<file path="src/rtl/vc_input_unit.sv">
// ---------------------------------------------------------------------------
// vc_input_unit
//
// Router input port with one circular flit FIFO and one packet-tracking FSM
// per virtual channel. Each VC requests the switch while it holds a routable
// packet. One flit per cycle is popped: either the lowest-index granted VC or,
// when nothing is granted, a stray non-head flit sitting at the front of an
// idle VC. Popped flits leave through a registered output stage and each pop
// returns one credit upstream on the following cycle.
//
// Parameters
//   FLIT_SIZE : flit width; the top two bits carry the flit type
//   NUM_VC    : number of virtual channels (2..8)
//   VC_DEPTH  : flits per VC buffer (power of two, >= 2)
//
// Ports
//   clk            : clock, all state changes on the rising edge
//   reset_n        : asynchronous active-low reset
//   i_flit_valid   : upstream flit strobe
//   i_flit         : upstream flit
//   i_flit_vc      : target VC of i_flit
//   i_switch_gnt   : switch allocator grant, one bit per VC
//   o_switch_req   : per-VC switch request
//   o_flit_valid   : registered flit strobe to the crossbar
//   o_flit         : flit to the crossbar (holds when o_flit_valid is low)
//   o_flit_vc      : VC of o_flit
//   o_credit_valid : one-cycle credit return pulse
//   o_credit_vc    : VC whose buffer slot was freed
//   o_vc_state     : per-VC FSM state, VC v in bits [2v+1:2v]
//   o_overflow     : sticky, a flit arrived for a full VC and was dropped
//   o_proto_err    : sticky, a non-head flit was discarded from an idle VC
// ---------------------------------------------------------------------------
module vc_input_unit #(
  parameter int FLIT_SIZE = 34,
  parameter int NUM_VC    = 2,
  parameter int VC_DEPTH  = 4,
  localparam int VC_W     = (NUM_VC > 1) ? $clog2(NUM_VC) : 1
) (
  input  logic                 clk,
  input  logic                 reset_n,
  input  logic                 i_flit_valid,
  input  logic [FLIT_SIZE-1:0] i_flit,
  input  logic [VC_W-1:0]      i_flit_vc,
  input  logic [NUM_VC-1:0]    i_switch_gnt,
  output logic [NUM_VC-1:0]    o_switch_req,
  output logic                 o_flit_valid,
  output logic [FLIT_SIZE-1:0] o_flit,
  output logic [VC_W-1:0]      o_flit_vc,
  output logic                 o_credit_valid,
  output logic [VC_W-1:0]      o_credit_vc,
  output logic [2*NUM_VC-1:0]  o_vc_state,
  output logic                 o_overflow,
  output logic                 o_proto_err
);

  localparam int PTR_W = $clog2(VC_DEPTH);
  localparam int CNT_W = $clog2(VC_DEPTH + 1);

  // Flit type encodings (BODY is 2'b00; it is recognised as "bit 1 clear").
  localparam logic [1:0] FT_HEAD      = 2'b10;
  localparam logic [1:0] FT_TAIL      = 2'b01;
  localparam logic [1:0] FT_HEAD_TAIL = 2'b11;

  typedef enum logic [1:0] {
    ST_IDLE   = 2'd0,
    ST_REQ    = 2'd1,
    ST_ACTIVE = 2'd2
  } vc_state_e;

  // Buffer storage carries data only and is never reset.
  logic [FLIT_SIZE-1:0] mem_q    [NUM_VC][VC_DEPTH];

  logic [PTR_W-1:0]     wr_ptr_q [NUM_VC];
  logic [PTR_W-1:0]     wr_ptr_d [NUM_VC];
  logic [PTR_W-1:0]     rd_ptr_q [NUM_VC];
  logic [PTR_W-1:0]     rd_ptr_d [NUM_VC];
  logic [CNT_W-1:0]     cnt_q    [NUM_VC];
  logic [CNT_W-1:0]     cnt_d    [NUM_VC];
  vc_state_e            state_q  [NUM_VC];
  vc_state_e            state_d  [NUM_VC];

  logic [FLIT_SIZE-1:0] head_flit [NUM_VC];
  logic [1:0]           head_type [NUM_VC];

  logic [NUM_VC-1:0]    not_empty;
  logic [NUM_VC-1:0]    full;
  logic [NUM_VC-1:0]    wr_en;
  logic [NUM_VC-1:0]    switch_req;
  logic [NUM_VC-1:0]    disc_cand;
  logic [NUM_VC-1:0]    gnt_vld;
  logic [NUM_VC-1:0]    gnt_oh;
  logic [NUM_VC-1:0]    disc_oh;
  logic [NUM_VC-1:0]    pop_oh;
  logic                 gnt_any;
  logic                 pop_any;
  logic                 ovf_hit;
  logic                 perr_hit;
  logic [VC_W-1:0]      pop_vc;
  logic [FLIT_SIZE-1:0] pop_flit;

  logic                 flit_valid_q;
  logic [FLIT_SIZE-1:0] flit_q;
  logic [VC_W-1:0]      flit_vc_q;
  logic                 credit_valid_q;
  logic [VC_W-1:0]      credit_vc_q;
  logic                 overflow_q;
  logic                 proto_err_q;

  // Per-VC status: head of buffer, occupancy flags, request and write enables.
  // The full check uses the count before any pop this cycle, so a write into
  // a full VC is dropped even if that VC is popped at the same edge.
  always_comb begin
    ovf_hit = 1'b0;
    for (int v = 0; v < NUM_VC; v++) begin
      head_flit[v]  = mem_q[v][rd_ptr_q[v]];
      head_type[v]  = head_flit[v][FLIT_SIZE-1 -: 2];
      not_empty[v]  = (cnt_q[v] != '0);
      full[v]       = (cnt_q[v] == CNT_W'(VC_DEPTH));
      switch_req[v] = (state_q[v] == ST_REQ) ||
                      ((state_q[v] == ST_ACTIVE) && not_empty[v]);
      // BODY (00) and TAIL (01) both have bit 1 clear.
      disc_cand[v]  = (state_q[v] == ST_IDLE) && not_empty[v] && !head_type[v][1];
      wr_en[v]      = i_flit_valid && (i_flit_vc == VC_W'(v)) && !full[v];
      if (i_flit_valid && (i_flit_vc == VC_W'(v)) && full[v]) begin
        ovf_hit = 1'b1;
      end
    end
  end

  // Pop arbitration: only grants that meet an active request count, the
  // lowest such VC wins (x & -x isolates the lowest set bit), and an idle-VC
  // discard only uses the pop slot when no grant claimed it.
  always_comb begin
    gnt_vld  = i_switch_gnt & switch_req;
    gnt_oh   = gnt_vld & (~gnt_vld + NUM_VC'(1));
    disc_oh  = disc_cand & (~disc_cand + NUM_VC'(1));
    gnt_any  = |gnt_vld;
    pop_oh   = gnt_any ? gnt_oh : disc_oh;
    pop_any  = |pop_oh;
    perr_hit = !gnt_any && (|disc_oh);
    pop_vc   = '0;
    pop_flit = '0;
    for (int v = 0; v < NUM_VC; v++) begin
      if (pop_oh[v]) begin
        pop_vc   = VC_W'(v);
        pop_flit = head_flit[v];
      end
    end
  end

  // Next-state for pointers, counts and the per-VC packet FSM. In REQ and
  // ACTIVE a pop can only come from a grant, so pop_oh marks a granted pop.
  always_comb begin
    for (int v = 0; v < NUM_VC; v++) begin
      wr_ptr_d[v] = wr_ptr_q[v] + PTR_W'(wr_en[v]);
      rd_ptr_d[v] = rd_ptr_q[v] + PTR_W'(pop_oh[v]);
      cnt_d[v]    = cnt_q[v] + CNT_W'(wr_en[v]) - CNT_W'(pop_oh[v]);
      state_d[v]  = state_q[v];
      case (state_q[v])
        ST_IDLE: begin
          if (not_empty[v] && ((head_type[v] == FT_HEAD) || (head_type[v] == FT_HEAD_TAIL))) begin
            state_d[v] = ST_REQ;
          end
        end
        ST_REQ: begin
          if (pop_oh[v]) begin
            state_d[v] = (head_type[v] == FT_HEAD_TAIL) ? ST_IDLE : ST_ACTIVE;
          end
        end
        ST_ACTIVE: begin
          if (pop_oh[v] && (head_type[v] == FT_TAIL)) begin
            state_d[v] = ST_IDLE;
          end
        end
        default: state_d[v] = ST_IDLE;
      endcase
    end
  end

  always_ff @(posedge clk) begin
    for (int v = 0; v < NUM_VC; v++) begin
      if (wr_en[v]) begin
        mem_q[v][wr_ptr_q[v]] <= i_flit;
      end
    end
  end

  always_ff @(posedge clk or negedge reset_n) begin
    if (!reset_n) begin
      for (int v = 0; v < NUM_VC; v++) begin
        wr_ptr_q[v] <= '0;
        rd_ptr_q[v] <= '0;
        cnt_q[v]    <= '0;
        state_q[v]  <= ST_IDLE;
      end
      flit_valid_q   <= 1'b0;
      flit_q         <= '0;
      flit_vc_q      <= '0;
      credit_valid_q <= 1'b0;
      credit_vc_q    <= '0;
      overflow_q     <= 1'b0;
      proto_err_q    <= 1'b0;
    end else begin
      for (int v = 0; v < NUM_VC; v++) begin
        wr_ptr_q[v] <= wr_ptr_d[v];
        rd_ptr_q[v] <= rd_ptr_d[v];
        cnt_q[v]    <= cnt_d[v];
        state_q[v]  <= state_d[v];
      end
      // Output stage: flit and credit appear one cycle after the pop.
      flit_valid_q <= gnt_any;
      if (gnt_any) begin
        flit_q    <= pop_flit;
        flit_vc_q <= pop_vc;
      end
      credit_valid_q <= pop_any;
      if (pop_any) begin
        credit_vc_q <= pop_vc;
      end
      if (ovf_hit) begin
        overflow_q <= 1'b1;
      end
      if (perr_hit) begin
        proto_err_q <= 1'b1;
      end
    end
  end

  always_comb begin
    o_vc_state = '0;
    for (int v = 0; v < NUM_VC; v++) begin
      o_vc_state[2*v +: 2] = state_q[v];
    end
  end

  assign o_switch_req   = switch_req;
  assign o_flit_valid   = flit_valid_q;
  assign o_flit         = flit_q;
  assign o_flit_vc      = flit_vc_q;
  assign o_credit_valid = credit_valid_q;
  assign o_credit_vc    = credit_vc_q;
  assign o_overflow     = overflow_q;
  assign o_proto_err    = proto_err_q;

endmodule

</file>
<file path="config.mk">
export PLATFORM = sky130hd
export DESIGN_NAME = vc_input_unit
export DESIGN_NICKNAME = d
export VERILOG_FILES = /design/src/rtl/vc_input_unit.sv
export SDC_FILE = /design/constraint.sdc
export NUM_CORES = 1
export LEC_CHECK = 0
export CORE_ASPECT_RATIO = 1.5
export CORE_MARGIN = 1
export CORE_UTILIZATION = 45
export DETAILED_ROUTE_END_ITERATION = 8
export GPL_TIMING_DRIVEN = 0
export HOLD_SLACK_MARGIN = 0.15
export PLACE_DENSITY = 0.71
export RECOVER_POWER = 25
export SYNTH_ARGS = -nofsm -noshare
export SYNTH_HDL_FRONTEND = slang
export SYNTH_SLANG_ARGS = --single-unit
</file>
<file path="constraint.sdc">
create_clock -name clk -period 3.65 [get_ports clk]
set_clock_uncertainty 0.2 [all_clocks]
set_input_delay 0.365 -clock clk [delete_from_list [all_inputs] [get_ports clk]]
set_output_delay 0.365 -clock clk [all_outputs]
set_load 0.01 [all_outputs]
</file>
# Word level (Yosys, flattened, before mapping)
# Memory sizes are Yosys's and may differ from the RTL's.
# Cells that the tools add are included.
dict set report word_totals {
  mem_count 1
  elab_cells 131
  latch_bits 0
  ram_bits 272
  mem_bits_ro 0
  regBits 58
  inputBits 40
}
dict set report classes {
  n_lt_le_gt_ge 6
  n_eq_ne 18
  bitwise_logic 10
  addsub 10
  n_div 0
  muxes 33
  shifts 0
  multipliers 0
  reduce_logical 38
}
# name words width rd rd_ports_with_merged_regs write_ports line_no
set memory_table {}
lappend memory_table {mem_q 2 136 2 0 1 71} ;# logic [FLIT_SIZE-1:0] mem_q [NUM_VC][VC_DEPTH];
# operator n
set op_table {}
lappend op_table {{2-to-1 mux 136 bit} 4}
lappend op_table {{2-to-1 mux 34 bit} 8}
lappend op_table {{binary-select mux 34 bit (select 2 bit)} 2}
lappend op_table {{demux 34 bit (select 2 bit)} 2}
lappend op_table {{OR reduction 136 bit} 1}
lappend op_table {{logical AND 1 bit} 19}
lappend op_table {{2-to-1 mux 2 bit} 9}
lappend op_table {{== test 2 bit, second input constant} 6}
lappend op_table {{>= comparator 3 bit, second input constant} 4}
lappend op_table {{inverter 2 -> 3 bit} 4}
lappend op_table {{case mux 2 bit (3 select lines)} 2}
lappend op_table {{adder 2 x 1 -> 2 bit} 4}
lappend op_table {{== test 2 x 1 -> 1 bit, second input constant} 4}
lappend op_table {{inequality test 2 x 1 -> 1 bit, second input constant} 4}
lappend op_table {{adder 3 x 1 -> 3 bit} 2}
lappend op_table {{bitwise AND 2 bit} 3}
lappend op_table {{== test 3 bit, second input constant} 2}
lappend op_table {{< comparator 3 x 1 -> 1 bit, second input constant} 2}
lappend op_table {{2-to-1 mux 1 bit} 6}
lappend op_table {{AND reduction 3 bit} 2}
lappend op_table {{nonzero test 3 bit} 2}
lappend op_table {{OR reduction 2 bit} 3}
lappend op_table {{subtractor 3 x 1 -> 3 bit} 2}
lappend op_table {{zero test 1 bit} 5}
lappend op_table {{other kinds (6)} 13}

# Longest topological paths before layout
dict set report logic_depth {
  word_depth 13
  depth_mapped 11
  depth_no_buf 10
}

# Least setup slack after synthesis
# No wires, ideal clock.
dict set report synth_path {
  path_type {register to register}
  start {reg cnt_q[4] (netlist bit)}
  end {mem mem_q[0][100] (netlist bit), enable pin}
  setup_time_ps 475
  synth_period_minus_slack_ps 3864
  setup_slack_ps -214
  t_required_ps 2975
  arrival_ps 3189
  path_buffers 0
  path_stages_with_launch 5
  path_cell_list {dfrtp_1 > nor2_1 > nand2_1 > nand3b_1 > nor3b_1}
}
dict set report synth_between {
  elab_chain_len 6
}
# element line_no
set synth_rtl {}
lappend synth_rtl {{start: declaration} 77} ;# logic [CNT_W-1:0] cnt_q [NUM_VC];
lappend synth_rtl {{start signal: indexed assignment} 207} ;# cnt_q[v] <= cnt_d[v];
lappend synth_rtl {{== test 3 bit} 118} ;# full[v] = (cnt_q[v] == CNT_W'(VC_DEPTH));
lappend synth_rtl {{zero test 1 bit} 123} ;# wr_en[v] = i_flit_valid && (i_flit_vc == VC_W'(v)) && !full[v];
lappend synth_rtl {{logical AND 1 bit} 123}
lappend synth_rtl {{2-to-1 mux 1 bit} 182} ;# if (wr_en[v]) begin
lappend synth_rtl {{2-to-1 mux 136 bit (implied by the code)} 183} ;# mem_q[v][wr_ptr_q[v]] <= i_flit;
lappend synth_rtl {{2-to-1 mux 136 bit (no line)} n/a}
lappend synth_rtl {{end: declaration} 71}
# No other way between the ends.

==> summary.md <==
| Metric | Value |
|---|---|
| Run status | `completed` |
| Crit path launch | `rd_ptr_q[3]` |
| Area Growth Syn to Fin | `20.9%` |
| Sequential cell area fraction in the yosys report | `77.0%` |
| Crit path DAT | `3740 ps` |
| Die area | `28400 sq um` |
| Crit path launch type | `flip-flop` |
| Number of clock sinks | `330` |
| Flops & latches, synth | `330` |
| Syn Inst Count | `613` |
| Setup crit end kind | `flip-flop` |
| Required @ worst endpoint | `3900 ps` |
| Synth async-reset ratio | `17.6%` |
| Antenna Nets Post-Route | `0` |
| Mapped Area | `12500 sq um` |
| Clock buffer depth | `3` |
| DRT Pass-1 Iters | `5` |
| Hpwl dp | `16.4 mm` |
| Syn Area/Cell | `20.4 sq um` |
| Max Cap Viol | `0` |
| Hold Violations, Final | `0` |
| R2r endpoint | `cnt_q[2]` |
| RSZ-0062 raised after global routing | `no` |
| CP max FO | `8` |
| Critical path's largest stage delay | `530 ps` |
| Worst hold margin | `221 ps` |
| DRT Wirelength | `25.7 mm` |
| Post-DP Area | `14100 sq um` |
| Die width | `138 um` |
| Crit share post-route | `95.6%` |
| Worst skew pair latency | `570 ps` |
| CP max stage cell | `or4_4` |
| Starting Density | `45.9%` |
| Leak pwr | `5.26 nW` |
| Fin. max-slew vios | `0` |
| Post-synthesis simple-gate area fraction | `2.82%` |
| CTS Buf Count | `29` |
| Clock root buffer | `clkbuf_16` |
| Core area | `27200 sq um` |
| R2R depth | `11` |
| Crit-path cells | `clkbuf_1, mux4_2, or4_4, nand2_1, a21oi_1, ha_1, inv_1, ha_1, fa_1, xor2_1, xnor2_1` |
| # IOs | `86` |
| Total GRT Usage | `18.5%` |
| Tightest Pin Transition | `1040 ps` |
| Gpl congestion | `0.733` |
| Vias in the first global route | `6683` |
| Share of layout cells above drive strength 1 | `19.6%` |
| Largest family of logic cells by synthesized area | `multiplexers` |
| Synth Area in Adders | `0.922%` |
| Rel. slew slack | `30.8%` |
| Compound-Gate Fraction of Synth Area | `2.31%` |
| Final Core Density | `55.5%` |
| PD cells | `791 nW/um^2` |
| CTS tree | `done` |
| Die Y | `206 um` |
| Mux cell area share after synthesis | `15.0%` |
| Crit Path Class | `flip-flop to flip-flop` |
| Largest net degree at the start of global routing | `59` |
| Critical path's top delay family | `adder cells` |
| Starting DRT DRC Count | `442` |
| Vias | `6172` |
| Sum of negative setup slack | `0 ps` |
| Synth Area in XOR/XNOR | `0.701%` |
| R2r startpoint | `rd_ptr_q[3]` |
| Row count | `74` |
| Fin crit period | `3490 ps` |
| H-tree depth | `1` |
| Peak VDD IR | `0.402 mV` |
| Ys Warns | `0` |
| Dominant synthesized flop cell | `edfxtp_1` |
| Clock-pin slew on the worst setup and hold paths | `70 ps` |
| Most used cell, CP | `ha_1` |
| Post-Syn Nets | `661` |
| Reg2reg setup slack | `160 ps` |
| Drt wl/cell | `23.1 um` |
| Synth unique cells | `38` |
| PortBufs | `85` |
| Final #Nets | `792` |
| GRT Residual Overflow | `0` |
| Setup-failing EPs final | `0` |
| DRC | `0` |
| Global-route wire length before repair | `39.2 mm` |
| Design Area, Final | `15100 sq um` |
| Number of synthesized flops with an enable pin | `272` |
| Buf/Inv on CP | `2` |
| Vias per cell | `5.55` |
| Initial antenna violation count | `3` |
| Fmax | `286 MHz` |
| HP Class | `input port to async pin` |
==> flip-flops by register name (all words and copies together) (netlist names) <==
register        count
cnt_q               6
mem_q             272
o_credit_valid      1
o_credit_vc         1
o_flit             34
o_flit_valid        1
o_flit_vc           1
o_overflow          1
o_proto_err         1
o_vc_state          4
rd_ptr_q            4
wr_ptr_q            4
==> logic make-up (layout without fill, tap and decap cells) <==
group	count (synthesis)	count (layout)
flip-flops	330	330
multiplexers	102	102
AND/OR/NAND/NOR	77	77
AO/OA/AOI/OAI	52	52
buffers and inverters	34	188
XOR/XNOR	10	10
adder cells (fa/ha/maj)	8	8
other	0	3
==> worst register-to-register path: cells and delay by family, from the launching register on <==
| family | cells | cell delay (ps) |
|---|---|---|
| compound gates | 1 | 170 |
| xor+xnor | 2 | 290 |
| fa+ha+maj | 3 | 890 |
| buf+inv | 2 | 430 |
| flops | 1 | 320 |
| mux | 1 | 470 |
| simple gates | 2 | 610 |
==> layer usage <==
layer / wire, um / vias to the layer above / track usage, %
li1: - / 2702 / -
met1: 9350 / 3245 / 21.0
met2: 14300 / 175 / 35.2
met3: 1390 / 48 / 2.78
met4: 609 / 2 / 6.63
met5: 10 / - / 0
==> synthesized netlist by cell type (4+ instances only) <==
cell type    n  area share [%]
a21oi_1     37             1.5
buf_1        4            0.12
buf_2        7            0.28
clkbuf_1    14            0.42
dfrtp_1     58              12
edfxtp_1   272              65
ha_1         6            0.60
inv_1        6            0.18
mux2i_1     34             2.7
mux4_2      67              12
nand2_1     12            0.36
nand2b_1     4            0.20
nor2_1      41             1.2
nor3_1       5            0.20
o21ai_0      6            0.24
xnor2_1      5            0.35
xor2_1       5            0.35
==> repair_timing <==
action / 4_1_cts / 5_1_grt
buffers inserted: 0 / 0
resized for setup: 0 / 1
hold endpoints to repair: 58 / 0
hold buffers: 1 / 0
endpoints found under the setup margin: 0 / 1
==> cell usage in the layout (no fill, tap or decap), types with 3 or more instances in the layout <==
master	count
a21o_1	3
a21oi_1	37
buf_1	4
buf_16	5
buf_2	7
buf_4	3
buf_6	7
bufinv_16	4
clkbuf_1	21
clkbuf_16	29
clkbuf_8	6
clkdlybuf4s50_1	60
clkinv_2	4
dfrtp_1	58
diode_2	3
dlygate4sd3_1	25
edfxtp_1	272
ha_1	6
inv_1	6
mux2i_1	34
mux4_2	67
nand2_1	12
nand2b_1	4
nand3_1	3
nor2_1	39
nor3_2	3
o21ai_0	6
xnor2_1	5
xor2_1	5
==> layout make-up <==
cell class	instances	area, sq um
plain buffers	28	129
well taps	342	428
clock inverters	12	173
clock buffers	42	835
inverters	6	22.5
multi-input cells	249	2770
fillers	2054	12100
diodes	3	7.51
flip-flops and latches	330	9620
repair buffers	100	1110
==> how the worst max path moves through the flow <==
stage               cells after the start       endpoint
global route                           11       cnt_q[2]
detailed placement                     11       cnt_q[2]
global placement                        3  mem_q[0][263]
floorplan                               4  mem_q[0][238]
CTS                                    11       cnt_q[2]
finish                                 11       cnt_q[2]
==> power breakdown <==
part | switching (W) | internal, W | total, W
Sequential | 0.000337 | 0.00477 | 0.00511
Clock | 0.00132 | 0.00187 | 0.00319
Combinational | 0.00182 | 0.00182 | 0.00364
==> through the flow <==
stage          worst slack [ps]  total power [W]  cells
2_1_floorplan             -18.8          0.00739    613
3_3_place_gp              -2740          0.00862   1040
3_5_place_dp                144          0.00887   1054
4_1_cts                     148           0.0121   1109
5_1_grt                    35.4           0.0125   1110
6_report                    159           0.0119   1112
Note: power is estimated with default switching activity, not from simulation.
